`src/rtl/nibble_serial_adder_ctrl.sv`:
```
// nibble_serial_adder_ctrl
// Wide adder built from one 4-bit carry-lookahead slice, reused over WIDTH/4 cycles.
// The least-significant nibble is added first, and the slice carry is fed back into the next step.
// Operands arrive on a valid/ready handshake. The result leaves on a valid/ready handshake.
// Optional feature: define NIBBLE_ADDER_SUB_EN to add a sub_i port.
// With sub_i high, the block computes A - B instead of A + B.
// WIDTH must be a multiple of 4 and at least 8.

module nibble_serial_adder_ctrl #(
    parameter int WIDTH = 16
) (
    input  logic             clk_i,
    input  logic             rstn_i,
    input  logic             valid_i,
    output logic             ready_o,
    input  logic [WIDTH-1:0] a_i,
    input  logic [WIDTH-1:0] b_i,
    input  logic             carry_i,
`ifdef NIBBLE_ADDER_SUB_EN
    input  logic             sub_i,
`endif
    output logic             valid_o,
    input  logic             ready_i,
    output logic [WIDTH-1:0] sum_o,
    output logic             carry_o,
    output logic             busy_o
);

    localparam int NIB = WIDTH / 4;
    localparam int CW  = (NIB > 1) ? $clog2(NIB) : 1;
    localparam logic [CW-1:0] LAST_NIB = CW'(NIB - 1);

    typedef enum logic [1:0] {
        IDLE = 2'd0,
        RUN  = 2'd1,
        DONE = 2'd2
    } state_t;

    state_t state;
    state_t state_next;

    logic [CW-1:0]    nib_cnt;
    logic             carry_int;
    logic [WIDTH-1:0] a_reg;
    logic [WIDTH-1:0] b_reg;
    logic [WIDTH-1:0] res_reg;
    logic [WIDTH-1:0] res_next;

    logic [3:0]       a_nib;
    logic [3:0]       b_nib;
    logic [3:0]       gen;
    logic [3:0]       prop;
    logic [4:0]       cla_c;
    logic [3:0]       slice_sum;
    logic             slice_cout;

    logic             accept;
    logic             step;
    logic             last_step;

    logic [WIDTH-1:0] b_load;
    logic             carry_load;

    // Choose the B value and starting carry to capture.
    // Subtraction is A + ~B + 1, so it reuses the same add slice.
    always_comb begin
        b_load     = b_i;
        carry_load = carry_i;
`ifdef NIBBLE_ADDER_SUB_EN
        if (sub_i) begin
            b_load     = ~b_i;
            carry_load = 1'b1;
        end
`endif
    end

    // Select the operand nibbles for the current step.
    always_comb begin
        a_nib = a_reg[{nib_cnt, 2'b00} +: 4];
        b_nib = b_reg[{nib_cnt, 2'b00} +: 4];
    end

    // 4-bit carry-lookahead slice. Every carry is a flat function of generate, propagate and carry-in.
    always_comb begin
        gen      = a_nib & b_nib;
        prop     = a_nib ^ b_nib;
        cla_c[0] = carry_int;
        cla_c[1] = gen[0]
                 | (prop[0] & carry_int);
        cla_c[2] = gen[1]
                 | (prop[1] & gen[0])
                 | (prop[1] & prop[0] & carry_int);
        cla_c[3] = gen[2]
                 | (prop[2] & gen[1])
                 | (prop[2] & prop[1] & gen[0])
                 | (prop[2] & prop[1] & prop[0] & carry_int);
        cla_c[4] = gen[3]
                 | (prop[3] & gen[2])
                 | (prop[3] & prop[2] & gen[1])
                 | (prop[3] & prop[2] & prop[1] & gen[0])
                 | (prop[3] & prop[2] & prop[1] & prop[0] & carry_int);
        slice_sum  = prop ^ cla_c[3:0];
        slice_cout = cla_c[4];
    end

    // Merge this step's slice sum into the partial result.
    // On the last step this gives the full result to commit.
    always_comb begin
        res_next = res_reg;
        res_next[{nib_cnt, 2'b00} +: 4] = slice_sum;
    end

    // State register. Reset returns to IDLE at once, which aborts any operation in flight.
    always_ff @(posedge clk_i or negedge rstn_i) begin
        if (!rstn_i) begin
            state <= IDLE;
        end else begin
            state <= state_next;
        end
    end

    // Next-state logic and handshake outputs. The handshake outputs depend only on the current state.
    always_comb begin
        state_next = state;
        ready_o    = 1'b0;
        valid_o    = 1'b0;
        busy_o     = 1'b0;
        accept     = 1'b0;
        step       = 1'b0;
        last_step  = 1'b0;
        case (state)
            IDLE: begin
                ready_o = 1'b1;
                if (valid_i) begin
                    accept     = 1'b1;
                    state_next = RUN;
                end
            end
            RUN: begin
                busy_o = 1'b1;
                step   = 1'b1;
                if (nib_cnt == LAST_NIB) begin
                    last_step  = 1'b1;
                    state_next = DONE;
                end
            end
            DONE: begin
                busy_o  = 1'b1;
                valid_o = 1'b1;
                if (ready_i) begin
                    state_next = IDLE;
                end
            end
            default: begin
                state_next = IDLE;
            end
        endcase
    end

    // Operand capture, nibble counter, carry feedback and partial result.
    // The operand registers are written only on accept, so the operands stay fixed during RUN.
    always_ff @(posedge clk_i or negedge rstn_i) begin
        if (!rstn_i) begin
            a_reg     <= '0;
            b_reg     <= '0;
            carry_int <= 1'b0;
            nib_cnt   <= '0;
            res_reg   <= '0;
        end else if (accept) begin
            a_reg     <= a_i;
            b_reg     <= b_load;
            carry_int <= carry_load;
            nib_cnt   <= '0;
            res_reg   <= '0;
        end else if (step) begin
            res_reg   <= res_next;
            carry_int <= slice_cout;
            if (last_step) begin
                nib_cnt <= '0;
            end else begin
                nib_cnt <= nib_cnt + 1'b1;
            end
        end
    end

    // Committed result. It changes only on the final step, so a partial sum is never visible.
    always_ff @(posedge clk_i or negedge rstn_i) begin
        if (!rstn_i) begin
            sum_o   <= '0;
            carry_o <= 1'b0;
        end else if (last_step) begin
            sum_o   <= res_next;
            carry_o <= slice_cout;
        end
    end

endmodule

```
`config.mk`:
```
export PLATFORM = sky130hd
export DESIGN_NAME = nibble_serial_adder_ctrl
export DESIGN_NICKNAME = d
export VERILOG_FILES = /design/src/rtl/nibble_serial_adder_ctrl.sv
export SDC_FILE = /design/constraint.sdc
export NUM_CORES = 1
export LEC_CHECK = 0
export CAP_MARGIN = 40
export CORE_ASPECT_RATIO = 1.75
export CORE_MARGIN = 2
export CORE_UTILIZATION = 45
export CTS_CLUSTER_SIZE = 25
export DETAILED_ROUTE_END_ITERATION = 8
export GPL_TIMING_DRIVEN = 0
export PLACE_DENSITY = 0.69
export SYNTH_ARGS = -nofsm -noshare
export SYNTH_HDL_FRONTEND = slang
export SYNTH_SLANG_ARGS = --single-unit
```
`constraint.sdc`:
```
create_clock -name clk_i -period 3.3 [get_ports clk_i]
set_clock_uncertainty 0.05 [all_clocks]
set_input_delay 0.66 -clock clk_i [delete_from_list [all_inputs] [get_ports clk_i]]
set_output_delay 0.66 -clock clk_i [all_outputs]
set_load 0.05 [all_outputs]
```
## Word-level counts from Yosys, hierarchy flattened

Index checks and enable logic that the tools add are counted.

| word-level totals | value |
|---|---|
| flip-flop bits (word level) | 70 |
| bits of input ports | 37 |
| output and inout bits | 20 |
| logic and storage cells | 73 |

| cells by class | value |
|---|---|
| $add $sub $neg | 2 |
| eq/ne operators | 6 |
| shift operators | 4 |
| mux-type cells | 20 |
| bitwise logic cells | 29 |
| reduce and logical (&&, ||, !) cells | 4 |

Operator list:

| kind | number |
|---|---|
| 16-bit two-way mux | 2 |
| 16-bit by 5-bit indexed part select with 4-bit output | 2 |
| 1-bit AND | 16 |
| 16-bit bitwise mux | 1 |
| 4-bit by 6-bit variable shift with 16-bit output (first input constant) | 1 |
| 4-bit by 6-bit indexed part select with 16-bit output | 1 |
| 2-bit two-way mux | 6 |
| 1-bit two-way mux | 10 |
| 1-bit OR | 10 |
| 4-bit bitwise XOR | 2 |
| 2-bit inequality test (second input constant) | 3 |
| 4-bit negator with 6-bit output | 1 |
| 2-bit one-hot mux with 3 select lines | 1 |
| 4-bit AND | 1 |
| 2-bit equality test (second input constant) | 2 |
| 3-bit AND reduction | 1 |
| 2-bit by 1-bit adder with 2-bit output (second input constant) | 1 |
| 2-bit by 1-bit equality test with 1-bit output (second input constant) | 1 |
| 2-bit logical NOT | 1 |
| 2-bit nonzero test | 1 |
| 2-bit OR reduction | 1 |

## Depth between registers and ports, before layout

| logic depth | value |
|---|---|
| word-level depth | 11 |
| depth in mapped cells | 8 |
| gate-level depth less buffers | 6 |

## Worst setup path after synthesis

OpenSTA, ideal clock, no wires.

| path | value |
|---|---|
| path type | reg2reg |
| start point | register nib_cnt[0] |
| end point | register sum_o[6] |
| setup time | 69 ps |
| data arrival time | 2,617 ps |
| data required time | 3,181 ps |
| slack | 564 ps |
| cell stages (with the launch flop) | 9 |
| cells stage by stage | dfrtp_1 > buf_2 > buf_2 > mux4_2 > ha_1 > a21o_1 > a21oi_2 > or4_2 > nand3_1 |

| between the ends | value |
|---|---|
| word-level cells in the longest chain between the ends | 9 |
| elaborated cells between the ends (all ways) | 27 |
| those cells by class | 1 x add/sub; 1 x eq/ne; 4 x shift; 3 x mux; 18 x bitwise |

RTL lines:

| what | line | text |
|---|---|---|
| start, declared | 42 | `logic [CW-1:0] nib_cnt;` |
| start signal, assigned | 181 | `nib_cnt <= nib_cnt + 1'b1;` |
| 16-bit by 5-bit indexed part select with 4-bit output, on equally long branches | 79, 80 |  |
| 4-bit bitwise XOR / 4-bit AND (equally long branches) | 86, 85 |  |
| 1-bit AND, on equally long branches | 94, 95, 96 |  |
| 1-bit OR, or another cell as far along | 94 | `\| (prop[2] & gen[1])` |
| 1-bit OR / 1-bit AND (equally long branches) | 95, 96 |  |
| 1-bit OR | 96 | `\| (prop[2] & prop[1] & prop[0] & carry_int);` |
| 4-bit bitwise XOR | 102 | `slice_sum = prop ^ cla_c[3:0];` |
| 4-bit by 6-bit indexed part select with 16-bit output | 110 | `res_next[{nib_cnt, 2'b00} +: 4] = slice_sum;` |
| 16-bit bitwise mux | 110 |  |
| end signal, assigned | 192 | `sum_o <= res_next;` |
| end, declared | 24 | `output logic [WIDTH-1:0] sum_o,` |

Parallel ways exist; a longest one is shown, timed or not.
A chain may end at the register's enable or synchronous reset.

## Final worst setup path

| path | value |
|---|---|
| start point | register nib_cnt[0] |
| end point | register res_reg[10] |

| between the ends | value |
|---|---|
| word-level cells in the longest chain between the ends | 11 |
| elaborated cells between the ends (all ways) | 26 |
| those cells by class | 1 x add/sub; 4 x shift; 3 x mux; 18 x bitwise |

RTL lines:

| what | line | text |
|---|---|---|
| 16-bit by 5-bit indexed part select with 4-bit output, on equally long branches | 79, 80 |  |
| 4-bit bitwise XOR / 4-bit AND (equally long branches) | 86, 85 |  |
| 1-bit AND, on equally long branches | 94, 95, 96 |  |
| 1-bit OR, or another cell as far along | 94 |  |
| 1-bit OR / 1-bit AND (equally long branches) | 95, 96 |  |
| 1-bit OR | 96 |  |
| 4-bit bitwise XOR | 102 |  |
| 4-bit by 6-bit indexed part select with 16-bit output | 110 |  |
| 16-bit bitwise mux * | 110 |  |
| 16-bit two-way mux * | 175 | `end else if (step) begin` |
| 16-bit two-way mux * | 169 | `end else if (accept) begin` |
| end signal, assigned | 176 | `res_reg <= res_next;` |
| end, declared | 46 | `logic [WIDTH-1:0] res_reg;` |

Mark *: on every way between the ends. The rest lies on a longest branch, timed or not. The select of a mux whose other input is x is not followed.

==> summary.md <==
| Metric | Value |
|---|---|
| Post-CTS Hold Fix Bufs | `0` |
| Unrepaired setup endpoints after global routing | `false` |
| Cells after Synth | `363` |
| Max-slew headroom | `57.60%` |
| # rows | `42` |
| Seq cells post-synth | `70` |
| Area Growth Syn to Fin | `28.29%` |
| Worst path slowest cell | `mux4_2` |
| Setup tns final | `0 ns` |
| Vias in the first global route | `2812` |
| Max Fanout on Critical Path | `10` |
| H-tree depth | `3` |
| Routability cong. | `0.9165` |
| Post-CTS Setup Bufs | `0` |
| Power Density | `1053 nW/um2` |
| Die H | `120.4 um` |
| DR vias | `2791` |
| Initial DRC count | `255` |
| DRT Wirelength | `8.142 mm` |
| DPL Wire Length | `5.942 mm` |
| WS Path Type | `flip-flop to flip-flop` |
| Run status | `completed` |
| Skew-Pair Late Insertion Delay | `0.33 ns` |
| Antenna-violating nets left | `0` |
| Measured slew at the worst slew-check pin | `0.6360 ns` |
| Leak Pwr | `2.062 nW` |
| Initial Utilization | `46.37%` |
| Mapped Area | `3485 um2` |
| Die area | `8491 um2` |
| Achievable frequency | `324.6 MHz` |
| Largest net degree at the start of global routing | `59` |
| Syn_area_per_cell | `9.599 um2` |
| Hold Crit Class | `input port to async pin` |
| CTS resizes | `0` |
| CTS Sinks | `70` |
| Sequential fraction of the synthesis area | `50.27%` |
| Port Buf Inserts | `56` |
| Core footprint | `7515 um2` |
| Clock transition at the registers of the reported paths | `0.06 ns` |
| Worst setup SP type | `flip-flop` |
| Tmin final | `3.081 ns` |
| CP cell instances | `buf_2 > clkbuf_4 > mux4_2 > ha_1 > a21o_1 > a21oi_2 > xor2_1 > o31ai_1` |
| Synth async-reset ratio | `100.0%` |
| Library cells used by synthesis | `39` |
| CP Data Required Time | `3.45 ns` |
| Slew Limit Fails | `0` |
| Post-Syn Nets | `415` |
| Fin. Hold Viols | `0` |
| Count of final setup violators | `0` |
| Top-Level Pins | `57` |
| WP data arrival | `3.23 ns` |
| Commonest non-fill, non-tap cell in the layout | `nand2_1` |
| CTS tree | `yes` |
| Share of the synthesized area in the top cell type | `50.27%` |
| Residual DRC | `0` |
| Final-stage net count | `483` |
| TritonCTS Buffers | `9` |
| Total power | `0.004708 W` |
| Initial antenna violation count | `0` |
| Drt via density | `5.326` |
| Core Util, Final | `59.49%` |
| # diodes | `0` |
| First-pass GRT wire length | `13.83 mm` |
| Synth top area cells | `dfrtp_1 50%, nand2_1 13%, mux4_2 5.2%` |
| Max Cap Viol | `0` |
| Worst Setup End Kind | `flip-flop` |
| Share of cells above drive strength 1 | `8.945%` |
| WL/cell | `15.54 um` |
| Period utilization | `93.36%` |
| Cell taking the most area after synthesis | `dfrtp_1` |
| CTS Buffer Depth | `2` |
| Most frequent cells in the layout | `120 x nand2_1, 70 x dfrtp_1, 55 x clkdlybuf4s50_1` |
| Die span in x | `70.52 um` |
| Peak VDD IR | `0.6031 mV` |
| Max incr delay on CP | `0.60 ns` |
| Top_reg_cell synth | `dfrtp_1` |
| Root Buffer | `clkbuf_16` |
| Post-synth EDFFs | `0` |
| Yosys warns | `0` |
| Overflow after GRT | `0` |
| TritonRoute pass-1 iters | `4` |
| Gr usage total | `21.12%` |
[worst max-delay path, delay by kind of cell (launching register included)]
kind / cells / cell delay (ns)
compound gates: 3 / 0.64
xor+xnor: 1 / 0.41
fa+ha+maj: 1 / 0.33
buf+inv: 2 / 0.52
flops: 1 / 0.39
mux: 1 / 0.60
[report_power, final]
| part | internal [W] | switching [W] | leakage, nW | total, W |
|---|---|---|---|---|
| sequential | 0.00116 | 0.000162 | 0.916 | 0.00132 |
| combinational | 0.000868 | 0.00160 | 1.00 | 0.00246 |
| clock | 0.000567 | 0.000353 | 0.142 | 0.000920 |
| total | 0.00260 | 0.00211 | 2.06 | 0.00471 |
[synthesized netlist by cell type (all sizes together), types with 8 or more instances]
cell type,number
ha,14
o21ai,10
dfrtp,70
clkbuf,15
mux4,8
nand2,120
nor2,15
nor2b,8
a21oi,21
nand3,13
inv,8
nor3b,8
o31ai,12
[cell type report]
cell class / instances / area (um2)
Fill cell: 669 / 3044
Sequential cell: 70 / 1752
Multi-Input combinational cell: 265 / 1614
Timing Repair Buffer: 57 / 585.6
Clock buffer: 13 / 270.3
Tap cell: 88 / 110.1
Buffer: 20 / 91.34
Inverter: 8 / 30.03
Clock inverter: 3 / 17.52
[cell families after synthesis]
family	count (synthesis)	synth area share, %
AND/OR/NAND/NOR	180	23.48
flip-flops	70	50.27
AO/OA/AOI/OAI	58	10.77
buffers and inverters	28	3.411
adder cells (fa/ha/maj)	15	5.602
multiplexers	9	5.494
XOR/XNOR	3	0.9697
[through the flow]
| stage | hold slack (ns) | area [um2] | worst slack (ns) | std cells |
|---|---|---|---|---|
| floorplan | 0.3144 | 3485 | 0.5636 | 363 |
| global placement | 0.4034 | 4155 | -0.8535 | 507 |
| detailed placement | 0.4094 | 4180 | 0.1679 | 508 |
| CTS | 0.1220 | 4468 | 0.1626 | 524 |
| global route | 0.1252 | 4471 | 0.05266 | 524 |
| finish | 0.1238 | 4471 | 0.2191 | 524 |
[per-layer routing]
metal / part of all wire [%] / GRT usage, % / vias to the layer above
li1: - / - / 1373
met1: 39 / 24.81 / 1334
met2: 55 / 36.56 / 72
met3: 3.8 / 4.750 / 12
met4: 2.1 / 9.135 / 0
met5: 0 / 0 / -
[final timing paths]
kind / start / endpoint / slack [ns] / cells after the start
max in group asynchronous: rstn_i / sum_o[7]$_DFFE_PN0P_ / 2.53 / 2
worst min-delay path: rstn_i / res_reg[0]$_DFFE_PN0P_ / 0.12 / 1
worst max-delay path: nib_cnt[0]$_DFFE_PN0P_ / res_reg[10]$_DFFE_PN0P_ / 0.22 / 8
worst max register to register: nib_cnt[0]$_DFFE_PN0P_ / res_reg[10]$_DFFE_PN0P_ / 0.22 / 8
min in group clk_i: b_reg[9]$_DFFE_PN0P_ / b_reg[9]$_DFFE_PN0P_ / 0.42 / 2
worst min register to register: b_reg[9]$_DFFE_PN0P_ / b_reg[9]$_DFFE_PN0P_ / 0.42 / 2
(Power assumes the default switching activity.)
